`config.mk`:
```
export PLATFORM = sky130hd
export DESIGN_NAME = mem_bist_initiator_flat
export DESIGN_NICKNAME = d
export VERILOG_FILES = /design/src/rtl/mem_bist_initiator_pkg.sv /design/src/rtl/mem_bist_initiator_if.sv /design/src/rtl/mem_bist_initiator_rd_cmp_pipe.sv /design/src/rtl/mem_bist_initiator.sv /design/src/flat_wrapper.sv
export SDC_FILE = /design/constraint.sdc
export NUM_CORES = 1
export LEC_CHECK = 0
export ABC_CLOCK_PERIOD_IN_PS = 3900
export CAP_MARGIN = 5
export CORE_ASPECT_RATIO = 0.7
export CORE_UTILIZATION = 45
export CTS_BUF_LIST = sky130_fd_sc_hd__clkbuf_4
export DETAILED_ROUTE_END_ITERATION = 8
export GPL_TIMING_DRIVEN = 1
export PLACE_DENSITY = 0.66
export SLEW_MARGIN = 20
export SYNTH_ARGS = -nofsm -noshare
export SYNTH_HDL_FRONTEND = slang
export SYNTH_SLANG_ARGS = --single-unit
```
`constraint.sdc`:
```
create_clock -name clk -period 3.9 [get_ports clk]
set_clock_uncertainty 0.2 [all_clocks]
set_input_delay 0.585 -clock clk [delete_from_list [all_inputs] [get_ports clk]]
set_output_delay 0.585 -clock clk [all_outputs]
set_load 0.01 [all_outputs]
```
`src/rtl/mem_bist_initiator_pkg.sv`:
```
// mem_bist_initiator_pkg: shared widths, types and FSM states for the memory BIST initiator
package mem_bist_initiator_pkg;
    localparam int ADDR_W = 4;
    localparam int DATA_W = 8;
    localparam int RD_LAT = 1;
    typedef enum logic [1:0] {IDLE, WRITE, READ, DRAIN} bist_state_e;
    typedef logic [ADDR_W-1:0] addr_t;
    typedef logic [DATA_W-1:0] data_t;
    typedef logic [ADDR_W:0] len_t;
    localparam len_t MEM_WORDS = len_t'(1 << ADDR_W);
endpackage

```
`src/rtl/mem_bist_initiator_if.sv`:
```
// mem_bist_initiator_if: single-port SRAM bus between the initiator and the memory
interface mem_bist_initiator_if;
    import mem_bist_initiator_pkg::*;
    logic  we;
    addr_t addr;
    data_t wdata;
    data_t rdata;
    modport master(output we, addr, wdata, input rdata);
    modport slave(input we, addr, wdata, output rdata);
endinterface

```
`src/rtl/mem_bist_initiator_rd_cmp_pipe.sv`:
```
// mem_bist_initiator_rd_cmp_pipe: delays read expectations to meet rdata and flags mismatches
module mem_bist_initiator_rd_cmp_pipe
    import mem_bist_initiator_pkg::*;
#(
    parameter int LAT = 1
) (
    input  logic  clk,
    input  logic  rst_n,
    input  logic  in_valid,
    input  addr_t in_addr,
    input  data_t in_exp,
    input  data_t rdata,
    output logic  mis,
    output addr_t mis_addr
);
    logic  v [LAT];
    addr_t a [LAT];
    data_t e [LAT];
    // shift outstanding reads and register the compare of the oldest one against rdata
    always_ff @(posedge clk or negedge rst_n) begin
        if (!rst_n) begin
            for (int i = 0; i < LAT; i++) begin
                v[i] <= 1'b0;
                a[i] <= '0;
                e[i] <= '0;
            end
            mis      <= 1'b0;
            mis_addr <= '0;
        end else begin
            v[0] <= in_valid;
            a[0] <= in_addr;
            e[0] <= in_exp;
            for (int i = 1; i < LAT; i++) begin
                v[i] <= v[i-1];
                a[i] <= a[i-1];
                e[i] <= e[i-1];
            end
            mis      <= v[LAT-1] && (rdata != e[LAT-1]);
            mis_addr <= a[LAT-1];
        end
    end
endmodule

```
`src/rtl/mem_bist_initiator.sv`:
```
// mem_bist_initiator: writes a seeded ramp to an SRAM window, reads it back and counts mismatches
module mem_bist_initiator
    import mem_bist_initiator_pkg::*;
(
    input  logic  clk,
    input  logic  rst_n,
    input  logic  start,
    input  addr_t base,
    input  len_t  len,
    input  data_t seed,
    output logic  busy,
    output logic  done,
    output len_t  err_cnt,
    output addr_t first_err_addr,
    mem_bist_initiator_if.master mem
);
    bist_state_e state, state_n;
    len_t  idx, idx_n, len_q, len_c;
    addr_t base_q, base_c, addr_q, mis_addr;
    data_t seed_q, seed_c, wdata_q, rd_exp;
    logic  we_q, mis;

    assign mem.we    = we_q;
    assign mem.addr  = addr_q;
    assign mem.wdata = wdata_q;

    // next state; run parameters come straight from the inputs while idle so the first write needs no extra cycle
    always_comb begin
        base_c  = state == IDLE ? base : base_q;
        seed_c  = state == IDLE ? seed : seed_q;
        len_c   = state == IDLE ? (len > MEM_WORDS ? MEM_WORDS : len) : len_q;
        state_n = state;
        case (state)
            IDLE:    if (start) state_n = len_c == '0 ? DRAIN : WRITE;
            WRITE:   if (idx == len_q - 1'b1) state_n = READ;
            READ:    if (idx == len_q - 1'b1) state_n = DRAIN;
            DRAIN:   if (idx == len_t'(RD_LAT)) state_n = IDLE;
            default: state_n = IDLE;
        endcase
        idx_n = state_n == state ? idx + 1'b1 : '0;
    end

    // state and per-phase word index
    always_ff @(posedge clk or negedge rst_n) begin
        if (!rst_n) begin
            state <= IDLE;
            idx   <= '0;
        end else begin
            state <= state_n;
            idx   <= idx_n;
        end
    end

    // registered bus and status, computed from the next state so they line up with the phase
    always_ff @(posedge clk or negedge rst_n) begin
        if (!rst_n) begin
            base_q  <= '0;
            seed_q  <= '0;
            len_q   <= '0;
            busy    <= 1'b0;
            done    <= 1'b0;
            we_q    <= 1'b0;
            addr_q  <= '0;
            wdata_q <= '0;
            rd_exp  <= '0;
        end else begin
            base_q <= base_c;
            seed_q <= seed_c;
            len_q  <= len_c;
            busy   <= state_n != IDLE;
            done   <= state == DRAIN && state_n == IDLE;
            we_q   <= state_n == WRITE;
            if (state_n == WRITE || state_n == READ) addr_q <= base_c + addr_t'(idx_n);
            if (state_n == WRITE) wdata_q <= seed_c + data_t'(idx_n);
            if (state_n == READ) rd_exp <= seed_c + data_t'(idx_n);
        end
    end

    mem_bist_initiator_rd_cmp_pipe #(.LAT(RD_LAT)) u_pipe (
        .clk      (clk),
        .rst_n    (rst_n),
        .in_valid (state == READ),
        .in_addr  (addr_q),
        .in_exp   (rd_exp),
        .rdata    (mem.rdata),
        .mis      (mis),
        .mis_addr (mis_addr)
    );

    // results: cleared on an accepted start, saturating count, first failing address kept
    always_ff @(posedge clk or negedge rst_n) begin
        if (!rst_n) begin
            err_cnt        <= '0;
            first_err_addr <= '0;
        end else if (state == IDLE && start) begin
            err_cnt        <= '0;
            first_err_addr <= '0;
        end else if (mis) begin
            if (err_cnt == '0) first_err_addr <= mis_addr;
            if (err_cnt != '1) err_cnt <= err_cnt + 1'b1;
        end
    end
endmodule

```
`src/flat_wrapper.sv`:
```
// flat-port wrapper written by rule: the top's interface ports become plain ports
module mem_bist_initiator_flat import mem_bist_initiator_pkg::*;
  (clk, rst_n, start, base, len, seed, busy, done, err_cnt, first_err_addr, mem_we, mem_addr, mem_wdata, mem_rdata);
  mem_bist_initiator_if mem_i ();
  input  logic clk;
  input  logic rst_n;
  input  logic start;
  input  addr_t base;
  input  len_t len;
  input  data_t seed;
  output logic busy;
  output logic done;
  output len_t err_cnt;
  output addr_t first_err_addr;
  output wire logic [$bits(mem_i.we)-1:0] mem_we;
  output wire logic [$bits(mem_i.addr)-1:0] mem_addr;
  output wire logic [$bits(mem_i.wdata)-1:0] mem_wdata;
  input wire logic [$bits(mem_i.rdata)-1:0] mem_rdata;
  assign mem_we = mem_i.we;
  assign mem_addr = mem_i.addr;
  assign mem_wdata = mem_i.wdata;
  assign mem_i.rdata = mem_rdata;
  mem_bist_initiator u_core (.clk(clk), .rst_n(rst_n), .start(start), .base(base), .len(len), .seed(seed), .busy(busy), .done(done), .err_cnt(err_cnt), .first_err_addr(first_err_addr), .mem(mem_i));
endmodule
```
== After elaboration in Yosys (flattened, before gate mapping) ==
Cells that the tools add are included.
Cells by class
  add/sub/neg operators: 5
  equal/unequal tests: 10
  multiplexer cells: 17
  order comparisons: 1
  reductions and logical operators: 14
Operators with widths (number)
  5-bit two-way mux: 6
  4-bit two-way mux: 4
  5-bit by 1-bit adder with 5-bit output (second input constant): 2
  5-bit logical NOT: 2
  2-bit two-way mux: 5
  8-bit by 5-bit adder with 8-bit output: 1
  8-bit two-way mux: 1
  8-bit inequality test: 1
  2-bit one-hot mux with 4 select lines: 1
  2-bit nonzero test: 4
  2-bit == test (second input constant): 3
  5-bit by 1-bit == test with 1-bit output (second input constant): 1
  5-bit == test: 1
  5-bit greater-than comparator (second input constant): 1
  5-bit inequality test (second input constant): 1
  5-bit by 1-bit subtractor with 5-bit output (second input constant): 1
  4-bit adder: 1
  2-bit by 1-bit == test with 1-bit output (second input constant): 2
  2-bit logical NOT: 2
  2-bit AND reduction: 2
  1-bit logical AND: 3
  2-bit == test: 1
  1-bit logical OR: 1
Storage, ports and cells
  output and inout port bits: 24
  register bits: 74

== Longest topological paths before layout ==
Gate-level depths: netlist (run 1).
  depth in word-level cells: 10
  mapped depth: 14
  gate-level depth less buffers: 14

== Cells and area by module ==
Synthesis (run 1) repeated with hierarchy kept, for this count alone.
Second synthesis, totals
  cell total of the unflattened synthesis: 306
  area total of the unflattened synthesis: 3434.5 um2
By module, submodules not included
  mem_bist_initiator: times used 1, cells an instance 277, seq. area each 1401.3 um2, area each 2894.0 um2
  mem_bist_initiator_rd_cmp_pipe: times used 1, cells an instance 29, seq. area each 450.4 um2, area each 540.5 um2

== Least setup slack after synthesis (run 1) ==
No wires, ideal clock.
  path type: register -> register
  start: register u_core.len_q[0]
  end: register u_core.wdata_q[4] (netlist: u_core.mem.wdata[4])
  data arrival time: 3.004 ns
  buffers on the path: 0
  clock period less this slack: 3.328 ns
  slack: 0.572 ns
  setup time: 0.125 ns
  required time: 3.575 ns
  stages on the path, launching flop included: 13
  path through: dfrtp_1 > inv_1 > ha_1 > or3_4 > a311oi_4 > o21a_4 > nor2_1 > ha_1 > ha_1 > o311a_1 > a21oi_2 > xnor2_1 > mux2_2
On the way
  longest elaborated chain between the ends: 8
  elaborated cells on any way between the ends: 13
RTL lines
  start, declared: RTL line mem_bist_initiator.sv:18  | len_t idx, idx_n, len_q, len_c;
  start signal, assigned: RTL line mem_bist_initiator.sv:69  | len_q <= len_c;
  branches (longest 4 deep; another with 5-bit by 1-bit subtractor with 5-bit output)
  2-bit one-hot mux with 4 select lines *: RTL line mem_bist_initiator.sv:33  | case (state)
  2-bit == test *: RTL line mem_bist_initiator.sv:40  | idx_n = state_n == state ? idx + 1'b1 : '0;
  5-bit two-way mux *: RTL line mem_bist_initiator.sv:40
  via u_core.idx_n[0]: RTL line mem_bist_initiator.sv:18
  8-bit by 5-bit adder with 8-bit output *: RTL line mem_bist_initiator.sv:74  | if (state_n == WRITE) wdata_q <= seed_c + data_t'(idx_n);
  end signal, assigned: RTL line mem_bist_initiator.sv:74
  end, declared: RTL line mem_bist_initiator.sv:20  | data_t seed_q, seed_c, wdata_q, rd_exp;
Mark *: on every way through the listed nets, which the timed path passes.
A chain may end at the register's enable or synchronous reset.

== Worst setup path after layout (run 1) ==
  start: register u_core.len_q[0]
  end: register u_core.rd_exp[6]
On the way
  longest elaborated chain between the ends: 8
  elaborated cells on any way between the ends: 13
RTL lines
  branches (longest 4 deep; another with 5-bit by 1-bit subtractor with 5-bit output)
  2-bit one-hot mux with 4 select lines *: RTL line mem_bist_initiator.sv:33
  2-bit == test *: RTL line mem_bist_initiator.sv:40
  5-bit two-way mux *: RTL line mem_bist_initiator.sv:40
  via u_core.idx_n[0]: RTL line mem_bist_initiator.sv:18
  8-bit by 5-bit adder with 8-bit output *: RTL line mem_bist_initiator.sv:75  | if (state_n == READ) rd_exp <= seed_c + data_t'(idx_n);
  end signal, assigned: RTL line mem_bist_initiator.sv:75
  end, declared: RTL line mem_bist_initiator.sv:20
Marks and branches as above.

==> impl_metrics.env, run 1 <==
export IMPL_status="finished clean"
export IMPL_critPathSlowestCell="dfrtp_1"
export IMPL_drt_antenna_violating_nets=0
export IMPL_drc=0
export IMPL_crit_arrival_ns=3.70
export IMPL_cp_end_kind="flop"
export IMPL_cts_buffer_depth=2
export IMPL_wirelength_um=7173
export IMPL_num_antenna_cells=0
export IMPL_crit_family="compound AO/OA/AOI/OAI gates"
export IMPL_drive_above_1_share_pct=12.50
export IMPL_globalplace_congestion=0.9168
export IMPL_cts_num_sinks=74
export IMPL_p_seq_share_pct=33.2
export IMPL_stdcell_area_um2=4295
export IMPL_cap_violations=0
export IMPL_syn_inst=318
export IMPL_comb_power_share_pct=55.4
export IMPL_crit_chain="inv_1 > ha_1 > nor4bb_1 > o211ai_1 > a311oi_4 > o21a_4 > nor2_1 > ha_1 > ha_1 > o311a_1 > a21oi_1 > nor3_1 > o31ai_1"
export IMPL_setup_viol=0
export IMPL_cts_buffers=9
export IMPL_wire_per_inst_um=14.88
export IMPL_postPlaceCellArea_um2=4123
export IMPL_syn_cell_area_um2=3500
export IMPL_crit_required_ns=4.03
export IMPL_clk_latency_ns=0.41
export IMPL_grt_pass1_wl_um=11680
export IMPL_chipWidth_um=107.4
export IMPL_grt_pass1_vias=2399
export IMPL_min_path_type="reg -> reg"
export IMPL_h_tree_depth=3
export IMPL_post_place_ws_ns=0.2037
export IMPL_drtPass1Iterations=4
export IMPL_report_final_slew_viol_count=0
export IMPL_max_freq_ghz=0.2797
export IMPL_min_period_ns=3.576
export IMPL_grt_remaining_overflow=0
export IMPL_syn_area_per_cell_um2=11.01
export IMPL_dieArea_um2=8139
export IMPL_worst_pin_slew_ns=0.6613
export IMPL_criticalPathCategory="reg -> reg"
export IMPL_fin_ws_ns=0.3241
export IMPL_die_h_um=75.78
export IMPL_p_sw_share_pct=41.82
export IMPL_multi_input_area_um2=1551
export IMPL_num_rows=26
export IMPL_powerDensity_nw_per_um2=978.3
export IMPL_core_um2=7417
export IMPL_startpoint_type="flop"
export IMPL_ir_drop_mv=0.3537
export IMPL_pin_count=52
export IMPL_p_leak_nw=1.929
export IMPL_seq_area_um2=1852
export IMPL_dpl_hpwl_um=5337
export IMPL_post_route_period_util_pct=91.69
export IMPL_synth_edf_count=0
export IMPL_cts_root_buf="clkbuf_4"
export IMPL_yosys_warnings=0
export IMPL_cts_tree="built"
export IMPL_p_sw_mw=1.757
export IMPL_path_clk_slew_ns=0.12
export IMPL_syn_nets=362
export IMPL_fin_setup_tns_ns=0
export IMPL_viasPerCell=5.185
export IMPL_synth_seq_cells=74
export IMPL_rsz0062_at_grt="false"
export IMPL_drt_iter0_markers=121
export IMPL_p_clk_share_pct=11.3
export IMPL_hold_viol=0
export IMPL_antenna_found_initial=0
export IMPL_p_int_mw=2.445
export IMPL_path_common_cell="ha_1"
export IMPL_path_max_fanout=9
export IMPL_async_flop_share_pct=100.0
export IMPL_grt_util_all_layers_pct=19.29
export IMPL_relSlewSlack_pct=55.91
export IMPL_cp_slowest_stage_delay_ns=0.42
export IMPL_synth_ff_type="dfrtp_1"
export IMPL_io_buffers=51
export IMPL_nNetsFinal=423
export IMPL_vias=2499
export IMPL_synth_distinct_cells=54
export IMPL_syn_to_final_growth_pct=22.74
export IMPL_path_buf_inv=1
export IMPL_initial_core_util_pct=47.18
export IMPL_num_fill_cells=679
export IMPL_grt_max_degree=54
export IMPL_yosysSeqAreaShare_pct=52.91
## cell families after synthesis
family	count (synthesis)	synth area share (%)
simple gates	109	15.48
flops	74	52.91
compound gates	47	9.797
xor+xnor	26	6.507
buf+inv	25	2.931
mux	21	6.436
fa+ha+maj	16	5.935
## cell usage after synthesis, types with 7 or more instances
library cell | n | area (um2)
mux2_2 | 12 | 135.1
ha_1 | 15 | 187.7
mux2i_1 | 9 | 90.09
inv_1 | 15 | 56.30
dfrtp_1 | 74 | 1852
xor2_1 | 18 | 157.7
nand2_1 | 39 | 146.4
nand3_1 | 8 | 40.04
xnor2_1 | 8 | 70.07
nor2_1 | 26 | 97.59
clkbuf_1 | 7 | 26.28
o21ai_0 | 7 | 35.03
## worst paths after layout
path                                    start                        end  slack [ns]  cells past startpoint
max                           u_core.len_q[0]           u_core.rd_exp[6]        0.32                     13
min reg2reg                u_core.u_pipe.a[1]  u_core.u_pipe.mis_addr[1]        0.15                      0
min in group asynchronous               rst_n          u_core.err_cnt[3]        0.45                      2
max reg2reg                   u_core.len_q[0]           u_core.rd_exp[6]        0.32                     13
min                        u_core.u_pipe.a[1]  u_core.u_pipe.mis_addr[1]        0.15                      0
max in group asynchronous               rst_n         u_core.mem.addr[2]        2.00                      3
## worst reg2reg max path: stages (launching register included)
cell      delay (ns)
dfrtp_1         0.42
inv_1           0.09
ha_1            0.20
nor4bb_1        0.30
o211ai_1        0.17
a311oi_4        0.32
o21a_4          0.25
nor2_1          0.09
ha_1            0.25
ha_1            0.24
o311a_1         0.39
a21oi_1         0.24
nor3_1          0.10
o31ai_1         0.23
## cell type report
class / instances / area share (%)
well taps: 98 / 2.855
flip-flops and latches: 74 / 43.11
multi-input cells: 219 / 36.12
clock inverters: 6 / 1.544
clock buffers: 10 / 1.748
repair buffers: 59 / 13.22
inverters: 16 / 1.398
## metrics by stage
| step | std cells | util (%) | power (mW) | hold slack, ns |
|---|---|---|---|---|
| 2_1_floorplan | 318 | - | 2.977 | 0.08941 |
| 3_3_place_gp | 463 | 55.58 | 3.688 | 0.1322 |
| 3_5_place_dp | 463 | 55.58 | 3.721 | 0.1362 |
| 4_1_cts | 480 | 57.62 | 4.216 | 0.1455 |
| 5_1_grt | 482 | 57.91 | 4.560 | 0.1552 |
| 6_report | 482 | 57.91 | 4.202 | 0.1476 |
## registers in the layout (all words and copies together) (netlist names), 5 cells and up
register and count:
u_core.len_q 5, u_core.u_pipe.e 8, u_core.rd_exp 8, u_core.err_cnt 5
u_core.idx 5, u_core.mem.wdata 8, u_core.seed_q 8
## cells in the final DEF, fill, tap and decap left out, drive strengths merged, types with 4 or more instances in the layout
master,Yosys,final
ha,15,15
nor3,6,6
o31ai,4,4
nand2,39,39
xor2,18,18
clkbuf,7,10
mux2,12,12
o21a,6,6
mux2i,9,9
a31oi,4,4
xnor2,8,8
buf,2,8
inv,16,17
dfrtp,74,74
nor2,27,27
nor2b,4,4
o21ai,14,14
clkdlybuf4s50,0,50
a21oi,7,7
nand3,8,8
## timing repair
item	in CTS	in global routing
setup endpoints to repair	0	7
setup buffers	0	2
hold endpoints to repair	21	0
resized for setup	0	1
hold buffers	1	0
## per-layer routing
| metal | global-route usage (%) | wire length (um) |
|---|---|---|
| met1 | 27.12 | 3643 |
| met2 | 29.03 | 3077 |
| met3 | 4.876 | 301 |
| met4 | 7.458 | 150 |
| met5 | 0 | 0 |
## power by group through the flow
stage / Combinational [mW] / Sequential, mW / Clock, mW
floorplan: 1.59 / 1.39 / 0
global placement: 2.29 / 1.40 / 0
detailed placement: 2.31 / 1.41 / 0
CTS: 2.32 / 1.40 / 0.495
global route: 2.59 / 1.45 / 0.521
finish: 2.33 / 1.40 / 0.476
Power figures use the tool's default switching activity.
==> run 2: changes to the inputs <==
==> constraint.sdc (replaced) <==
create_clock -name clk -period 3.9 [get_ports clk]
set_clock_uncertainty 0.2 [all_clocks]
set_input_delay 0.585 -clock clk [delete_from_list [all_inputs] [get_ports clk]]
set_output_delay 0.585 -clock clk [all_outputs]
set_load 0.1 [all_outputs]
==> results of run 2 <==
Same layout as run 1 (identical final DEF). Status: finished clean.
Power of run 2 is not shown: default switching activity piles up to over one toggle a cycle in this logic, so the estimate is an artifact.
